==> config.mk <==
export PLATFORM = sky130hd
export DESIGN_NAME = step_clock_gen
export DESIGN_NICKNAME = d
export VERILOG_FILES = /design/src/rtl/step_clock_gen_pkg.sv /design/src/rtl/step_clock_gen_debouncer.sv /design/src/rtl/step_clock_gen.sv
export SDC_FILE = /design/constraint.sdc
export NUM_CORES = 1
export LEC_CHECK = 0
export ABC_AREA = 0
export CAP_MARGIN = 0
export CORE_MARGIN = 4
export CORE_UTILIZATION = 58
export DETAILED_ROUTE_END_ITERATION = 8
export GPL_ROUTABILITY_DRIVEN = 0
export HOLD_SLACK_MARGIN = 0.15
export PLACE_DENSITY_LB_ADDON = 0.1
export SKIP_LAST_GASP = 1
export SYNTH_ARGS = -nofsm -noshare
export SYNTH_HDL_FRONTEND = slang
export SYNTH_HIERARCHICAL = 1
export SYNTH_SLANG_ARGS = --single-unit
==> constraint.sdc <==
create_clock -name clk -period 3.3 [get_ports clk]
set_input_delay 0.33 -clock clk [delete_from_list [all_inputs] [get_ports clk]]
set_output_delay 0.33 -clock clk [all_outputs]
set_load 0.03 [all_outputs]
==> src/rtl/step_clock_gen_pkg.sv <==
// Shared constants and types for the step clock generator.
// Modes, FSM states and phase-counter sizing.
package step_clock_gen_pkg;

  localparam logic [1:0] MODE_SINGLE = 2'd0;
  localparam logic [1:0] MODE_FREE   = 2'd1;
  localparam logic [1:0] MODE_BURST  = 2'd2;

  typedef enum logic [1:0] {
    ST_IDLE = 2'd0,
    ST_HIGH = 2'd1,
    ST_LOW  = 2'd2
  } state_t;

  // Bits needed to hold max(pulse_w, 2^per_w - 1).
  function automatic int cnt_width(
    input int pulse_w,
    input int per_w
  );
    longint mx;
    int     w;
    mx = (longint'(1) << per_w) - 1;
    if (longint'(pulse_w) > mx)
      mx = longint'(pulse_w);
    w = 1;
    while ((longint'(1) << w) <= mx)
      w++;
    return w;
  endfunction

endpackage

==> src/rtl/step_clock_gen_debouncer.sv <==
// Button synchroniser, debouncer and rising-edge trigger.
// Ports: clk, reset, button (raw) -> trig (1-cycle pulse).
module button_debouncer #(
  parameter int DEBOUNCE = 5000
) (
  input  logic clk,
  input  logic reset,
  input  logic button,
  output logic trig
);

  localparam int DW = $clog2(DEBOUNCE + 1);

  logic          sync1;
  logic          sync2;
  logic          level;
  logic          level_d;
  logic [DW-1:0] cnt;

  always_ff @(posedge clk or posedge reset) begin
    if (reset) begin
      sync1   <= 1'b0;
      sync2   <= 1'b0;
      level   <= 1'b0;
      level_d <= 1'b0;
      trig    <= 1'b0;
      cnt     <= '0;
    end else begin
      sync1   <= button;
      sync2   <= sync1;
      level_d <= level;
      trig    <= level & ~level_d;
      if (sync2 == level) begin
        cnt <= '0;
      end else if (cnt == DW'(DEBOUNCE - 1)) begin
        level <= sync2;
        cnt   <= '0;
      end else begin
        cnt <= cnt + 1'b1;
      end
    end
  end

endmodule

==> src/rtl/step_clock_gen.sv <==
// Step clock generator: single, free-run and burst stepping.
// Ports: button/mode/period/burst_len/clear_ticks in;
//        step_clk, step_strobe, ticks, busy, running out.
module step_clock_gen
  import step_clock_gen_pkg::*;
#(
  parameter int DEBOUNCE = 5000,
  parameter int PULSE_W  = 5000,
  parameter int PER_W    = 16,
  parameter int BURST_W  = 8,
  parameter int TICK_W   = 8
) (
  input  logic               clk,
  input  logic               reset,
  input  logic               button,
  input  logic [1:0]         mode,
  input  logic [PER_W-1:0]   period,
  input  logic [BURST_W-1:0] burst_len,
  input  logic               clear_ticks,
  output logic               step_clk,
  output logic               step_strobe,
  output logic [TICK_W-1:0]  ticks,
  output logic               busy,
  output logic               running
);

  localparam int CW = cnt_width(PULSE_W, PER_W);
  localparam logic [CW-1:0] PW_C = CW'(PULSE_W);

  logic trig;

  button_debouncer #(
    .DEBOUNCE(DEBOUNCE)
  ) u_deb (
    .clk   (clk),
    .reset (reset),
    .button(button),
    .trig  (trig)
  );

  state_t             state_q, state_d;
  logic [CW-1:0]      cnt_q, cnt_d;
  logic [CW-1:0]      low_q, low_d;
  logic [1:0]         mode_q, mode_d;
  logic [BURST_W-1:0] rem_q, rem_d;
  logic               run_q, run_d;
  logic               stop_q, stop_d;
  logic               strb_q, strb_d;
  logic [TICK_W-1:0]  ticks_q;
  logic [CW-1:0]      per_ext;
  logic [CW-1:0]      long_low;

  assign per_ext  = CW'(period);
  // Free-run/burst low phase never shorter than the high phase.
  assign long_low = (per_ext > PW_C) ? per_ext : PW_C;

  always_comb begin
    state_d = state_q;
    cnt_d   = cnt_q;
    low_d   = low_q;
    mode_d  = mode_q;
    rem_d   = rem_q;
    run_d   = run_q;
    stop_d  = stop_q;
    strb_d  = 1'b0;
    unique case (state_q)
      ST_IDLE: begin
        cnt_d = '0;
        if (trig) begin
          unique case (1'b1)
            (mode == MODE_FREE): begin
              mode_d  = MODE_FREE;
              low_d   = long_low;
              run_d   = 1'b1;
              stop_d  = 1'b0;
              state_d = ST_HIGH;
              strb_d  = 1'b1;
            end
            (mode == MODE_BURST): begin
              if (burst_len != '0) begin
                mode_d  = MODE_BURST;
                low_d   = long_low;
                rem_d   = burst_len;
                state_d = ST_HIGH;
                strb_d  = 1'b1;
              end
            end
            default: begin
              mode_d  = MODE_SINGLE;
              low_d   = PW_C;
              state_d = ST_HIGH;
              strb_d  = 1'b1;
            end
          endcase
        end
      end
      ST_HIGH: begin
        if (trig && mode_q == MODE_FREE)
          stop_d = 1'b1;
        if (cnt_q == PW_C - 1'b1) begin
          state_d = ST_LOW;
          cnt_d   = '0;
        end else begin
          cnt_d = cnt_q + 1'b1;
        end
      end
      ST_LOW: begin
        if (trig && mode_q == MODE_FREE)
          stop_d = 1'b1;
        if (cnt_q == low_q - 1'b1) begin
          cnt_d = '0;
          unique case (1'b1)
            (mode_q == MODE_FREE): begin
              // A stop press landing on the last low cycle still stops.
              if (stop_q || trig) begin
                state_d = ST_IDLE;
                run_d   = 1'b0;
                stop_d  = 1'b0;
              end else begin
                state_d = ST_HIGH;
                strb_d  = 1'b1;
              end
            end
            (mode_q == MODE_BURST): begin
              rem_d = rem_q - 1'b1;
              if (rem_q == BURST_W'(1)) begin
                state_d = ST_IDLE;
              end else begin
                state_d = ST_HIGH;
                strb_d  = 1'b1;
              end
            end
            default: begin
              state_d = ST_IDLE;
            end
          endcase
        end else begin
          cnt_d = cnt_q + 1'b1;
        end
      end
      default: begin
        state_d = ST_IDLE;
      end
    endcase
  end

  always_ff @(posedge clk or posedge reset) begin
    if (reset) begin
      state_q <= ST_IDLE;
      cnt_q   <= '0;
      low_q   <= '0;
      mode_q  <= MODE_SINGLE;
      rem_q   <= '0;
      run_q   <= 1'b0;
      stop_q  <= 1'b0;
      strb_q  <= 1'b0;
      ticks_q <= '0;
    end else begin
      state_q <= state_d;
      cnt_q   <= cnt_d;
      low_q   <= low_d;
      mode_q  <= mode_d;
      rem_q   <= rem_d;
      run_q   <= run_d;
      stop_q  <= stop_d;
      strb_q  <= strb_d;
      // Clear beats the increment from a coincident strobe.
      if (clear_ticks)
        ticks_q <= '0;
      else if (strb_q)
        ticks_q <= ticks_q + 1'b1;
    end
  end

  assign step_clk    = (state_q == ST_HIGH);
  assign step_strobe = strb_q;
  assign ticks       = ticks_q;
  assign busy        = (state_q != ST_IDLE);
  assign running     = run_q;

endmodule

==> results of run 1 <==
-- area by class of cell --
| cell class | instances | area [um^2] |
|---|---|---|
| Multi-Input combinational cell | 354 | 2360 |
| Fill cell | 579 | 2170 |
| Sequential cell | 73 | 1830 |
| Timing Repair Buffer | 52 | 493 |
| Clock buffer | 9 | 124 |
| Tap cell | 99 | 124 |
| Inverter | 24 | 90.1 |
| Clock inverter | 7 | 70.1 |
-- flip-flops by register name (all words and copies together) (netlist names), 2 cells and up --
signal and cells:
low_q 16, ticks 8, rem_q 8, mode_q 2, u_deb/cnt 13, state_q 2
cnt_q 16
-- path summary, 6_finish.rpt --
path / from / end / slack [ns] / cells after the start
worst min register to register: u_deb/sync1 / u_deb/sync2 / 0.35 / 0
min in group clk: u_deb/sync1 / u_deb/sync2 / 0.35 / 0
worst min-delay path: reset / rem_q[1] / 0.30 / 2
worst max-delay path: low_q[0] / rem_q[2] / 0.19 / 11
max in group asynchronous: reset / cnt_q[8] / 2.38 / 3
worst max register to register: low_q[0] / rem_q[2] / 0.19 / 11
-- layer usage --
| layer | global-route usage, % | vias up | part of all wire [%] |
|---|---|---|---|
| met1 | 30.5 | 1785 | 44 |
| li1 | - | 1793 | - |
| met2 | 39.2 | 90 | 50 |
| met4 | 7.33 | 0 | 1.2 |
| met5 | 0 | - | 0 |
| met3 | 4.70 | 15 | 4.4 |
-- cells by family after synthesis --
logic type / after synthesis
DFF: 73
AOI/OAI and AO/OA: 111
buffers and inverters: 44
muxes: 10
and+or+nand+nor: 183
adders and majority gates: 14
xor gates and xnor gates: 36
-- power by group through the flow --
stage,Sequential [mW],Combinational [mW],Clock (mW)
finish,0.903,0.0869,0.691
global route,0.904,0.0971,0.733
CTS,0.903,0.0882,0.702
detailed placement,0.921,0.0877,0
global placement,0.921,0.0860,0
floorplan,0.920,0.0349,0
-- synthesized netlist by cell type (13+ instances only) --
library cell,count,share of area [%]
xor2_1,14,2.8
o21ai_0,21,2.4
inv_1,24,2.1
clkbuf_1,17,1.5
nand2_1,41,3.5
ha_1,14,4.0
a21oi_1,18,2.1
nor2_1,40,3.5
or3_1,15,2.2
a22o_1,14,2.8
nor3_1,17,2.0
nand3_1,13,1.5
dfrtp_1,73,42
xnor2_1,22,4.4
-- through the flow --
stage                     std cells  utilization [%]
final                           618             70.1
after global routing            618             70.1
after CTS                       613             69.5
after detailed placement        597             66.8
after global placement          597             66.8
after floorplan                 471                -
-- worst register-to-register path, delay by kind of cell (launching register included) --
family,cells,cell delay (ns)
compound gates,4,0.83
fa+ha+maj,1,0.22
buf+inv,2,0.24
flops,1,0.41
mux,1,0.11
simple gates,3,1.17
-- what timing repair did --
item,4_1_cts,5_1_grt
gates resized for setup,1,2
setup buffers,0,5
pin swaps,0,1
endpoints found under the setup margin,2,11
==> results.py, run 1 <==
metrics = {
    "outcome": {
        "status": "complete, no violations",
    },
    "sta": {
        "fin_skew_ns": 0.00624,
        "max_slew.worst_pin.slew_ns": 0.928,
        "timing.final.crit_share_pct": 94.3,
        "fin_ws_ns": 0.188,
        "min_period_ns": 3.11,
        "hold_slack_ns": 0.296,
        "finalMaxSlewViolations": 0,
        "max_freq_mhz": 321,
        "finalSetupViolCount": 0,
        "hold_viol_final": 0,
        "finalSetupTns_ns": 0,
        "maxSlewHeadroom_pct": 38.2,
    },
    "power": {
        "power_leakage_nw": 2.15,
        "pwr-share-seq_pct": 53.7,
        "p_total_mw": 1.68,
        "p_comb_share_pct": 5.2,
        "ir_drop_mv": 0.261,
        "internal-power_mw": 1.29,
        "switchingPower_mw": 0.391,
        "p_clk_share_pct": 41.1,
        "swShare_pct": 23.2,
        "p_per_area_nw_per_um2": 331,
    },
    "die": {
        "die_area_um2": 8950,
        "coreArea_um2": 7250,
        "initial_core_util_pct": 60.0,
        "dieWidth_um": 94.6,
        "rows": 31,
        "io_pins": 42,
        "fp.dieH_um": 94.6,
    },
    "placement": {
        "dp_hpwl_um": 7110,
        "pre_cts_slack_ns": -0.00661,
        "place_area_um2": 4840,
        "io_buffers": 41,
    },
    "cells_and_area": {
        "fin_area_um2": 5090,
        "final_nets": 558,
        "drive_gt1_share_pct": 8.86,
        "syn2layout_area_growth_pct": 16.9,
        "layout_common_cells": "dfrtp_1, nand2_1, clkdlybuf4s50_1",
        "final_common_cell": "dfrtp_1",
        "diodes": 0,
    },
    "detailed_routing": {
        "drc": 0,
        "drt-total-wl_um": 9740,
        "ant_nets": 0,
        "via_per_inst": 5.96,
        "wire_per_inst_um": 15.8,
        "initialDrtViolationCount": 226,
        "vias": 3683,
        "drt-pass1-iter-count": 5,
    },
    "logic_synthesis": {
        "syn_avg_cell_area_um2": 9.23,
        "synth_top_family_by_area": "simple AND/OR/NAND/NOR gates",
        "synth_edf_count": 0,
        "synthArstFlopShare_pct": 100,
        "ys.flop_type": "dfrtp_1",
        "synth.cell_area_um2": 4350,
        "synthAdderAreaFrac_pct": 4.03,
        "yosys.area_share.simple_pct": 22.1,
        "yosysWarnings": 6,
        "synth_compound_area_share_pct": 18.1,
        "synth_cell_type_count": 60,
        "synthXorXnorAreaFrac_pct": 7.25,
        "ys_ff_latch": 73,
        "synth_mux_area_share_pct": 2.50,
        "syn-instance-count": 471,
        "ys_seq_area_share_pct": 42.0,
        "synth_nets": 515,
    },
    "setup_path": {
        "max_stage_delay_ns": 0.49,
        "slowest_stage": "or4b_4",
        "start_kind": "register",
        "cpMostUsedCell": "o211ai_1",
        "worst-path-max-fanout": 5,
        "arrival_ns": 3.35,
        "path_buf_inv": 2,
        "worstSetupEndpointType": "register",
        "crit_chain": "inv_1 -> ha_2 -> or4b_4 -> or4_1 -> o211ai_1 -> o211ai_1 -> a21oi_2 -> buf_4 -> and3_1 -> mux2i_1 -> a221o_1",
        "worstSetupPathType": "register to register",
        "cp_data_required_time_ns": 3.54,
        "worst_path_dominant_cell_family": "simple AND/OR/NAND/NOR gates",
    },
    "global_routing": {
        "overflow": 0,
        "grt_pass1_wl_um": 16600,
        "grt.total_usage_pct": 23.3,
        "antenna_found_initial": 0,
        "grt_max_degree": 29,
        "grt_pass1_vias": 3650,
    },
    "cts": {
        "hold_buffers": 0,
        "clkSinkCount": 73,
        "cts_tree": "yes",
        "cts_buffers": 9,
        "clkSlewWorstSetupHoldPaths_ns": 0.08,
        "clock_path_buffers": 2,
        "clock_latency_ns": 0.35,
        "cts_max_level": 3,
        "cts_root_buffer": "clkbuf_8",
    },
    "job": {
        "max_cap_viol_count": 0,
    },
    "hold_path": {
        "min_path_type": "input port to async pin",
    },
}
(Power assumes the default switching activity.)
==> run 2: changes to the inputs <==
--- a/config.mk
+++ b/config.mk
@@ -10,7 +10,7 @@
 export CORE_MARGIN = 4
 export CORE_UTILIZATION = 58
 export DETAILED_ROUTE_END_ITERATION = 8
-export GPL_ROUTABILITY_DRIVEN = 0
+export GPL_ROUTABILITY_DRIVEN = 1
 export HOLD_SLACK_MARGIN = 0.15
 export PLACE_DENSITY_LB_ADDON = 0.1
 export SKIP_LAST_GASP = 1
==> results of run 2 <==
The final DEF is identical to that of run 1; final timing and power are the same.
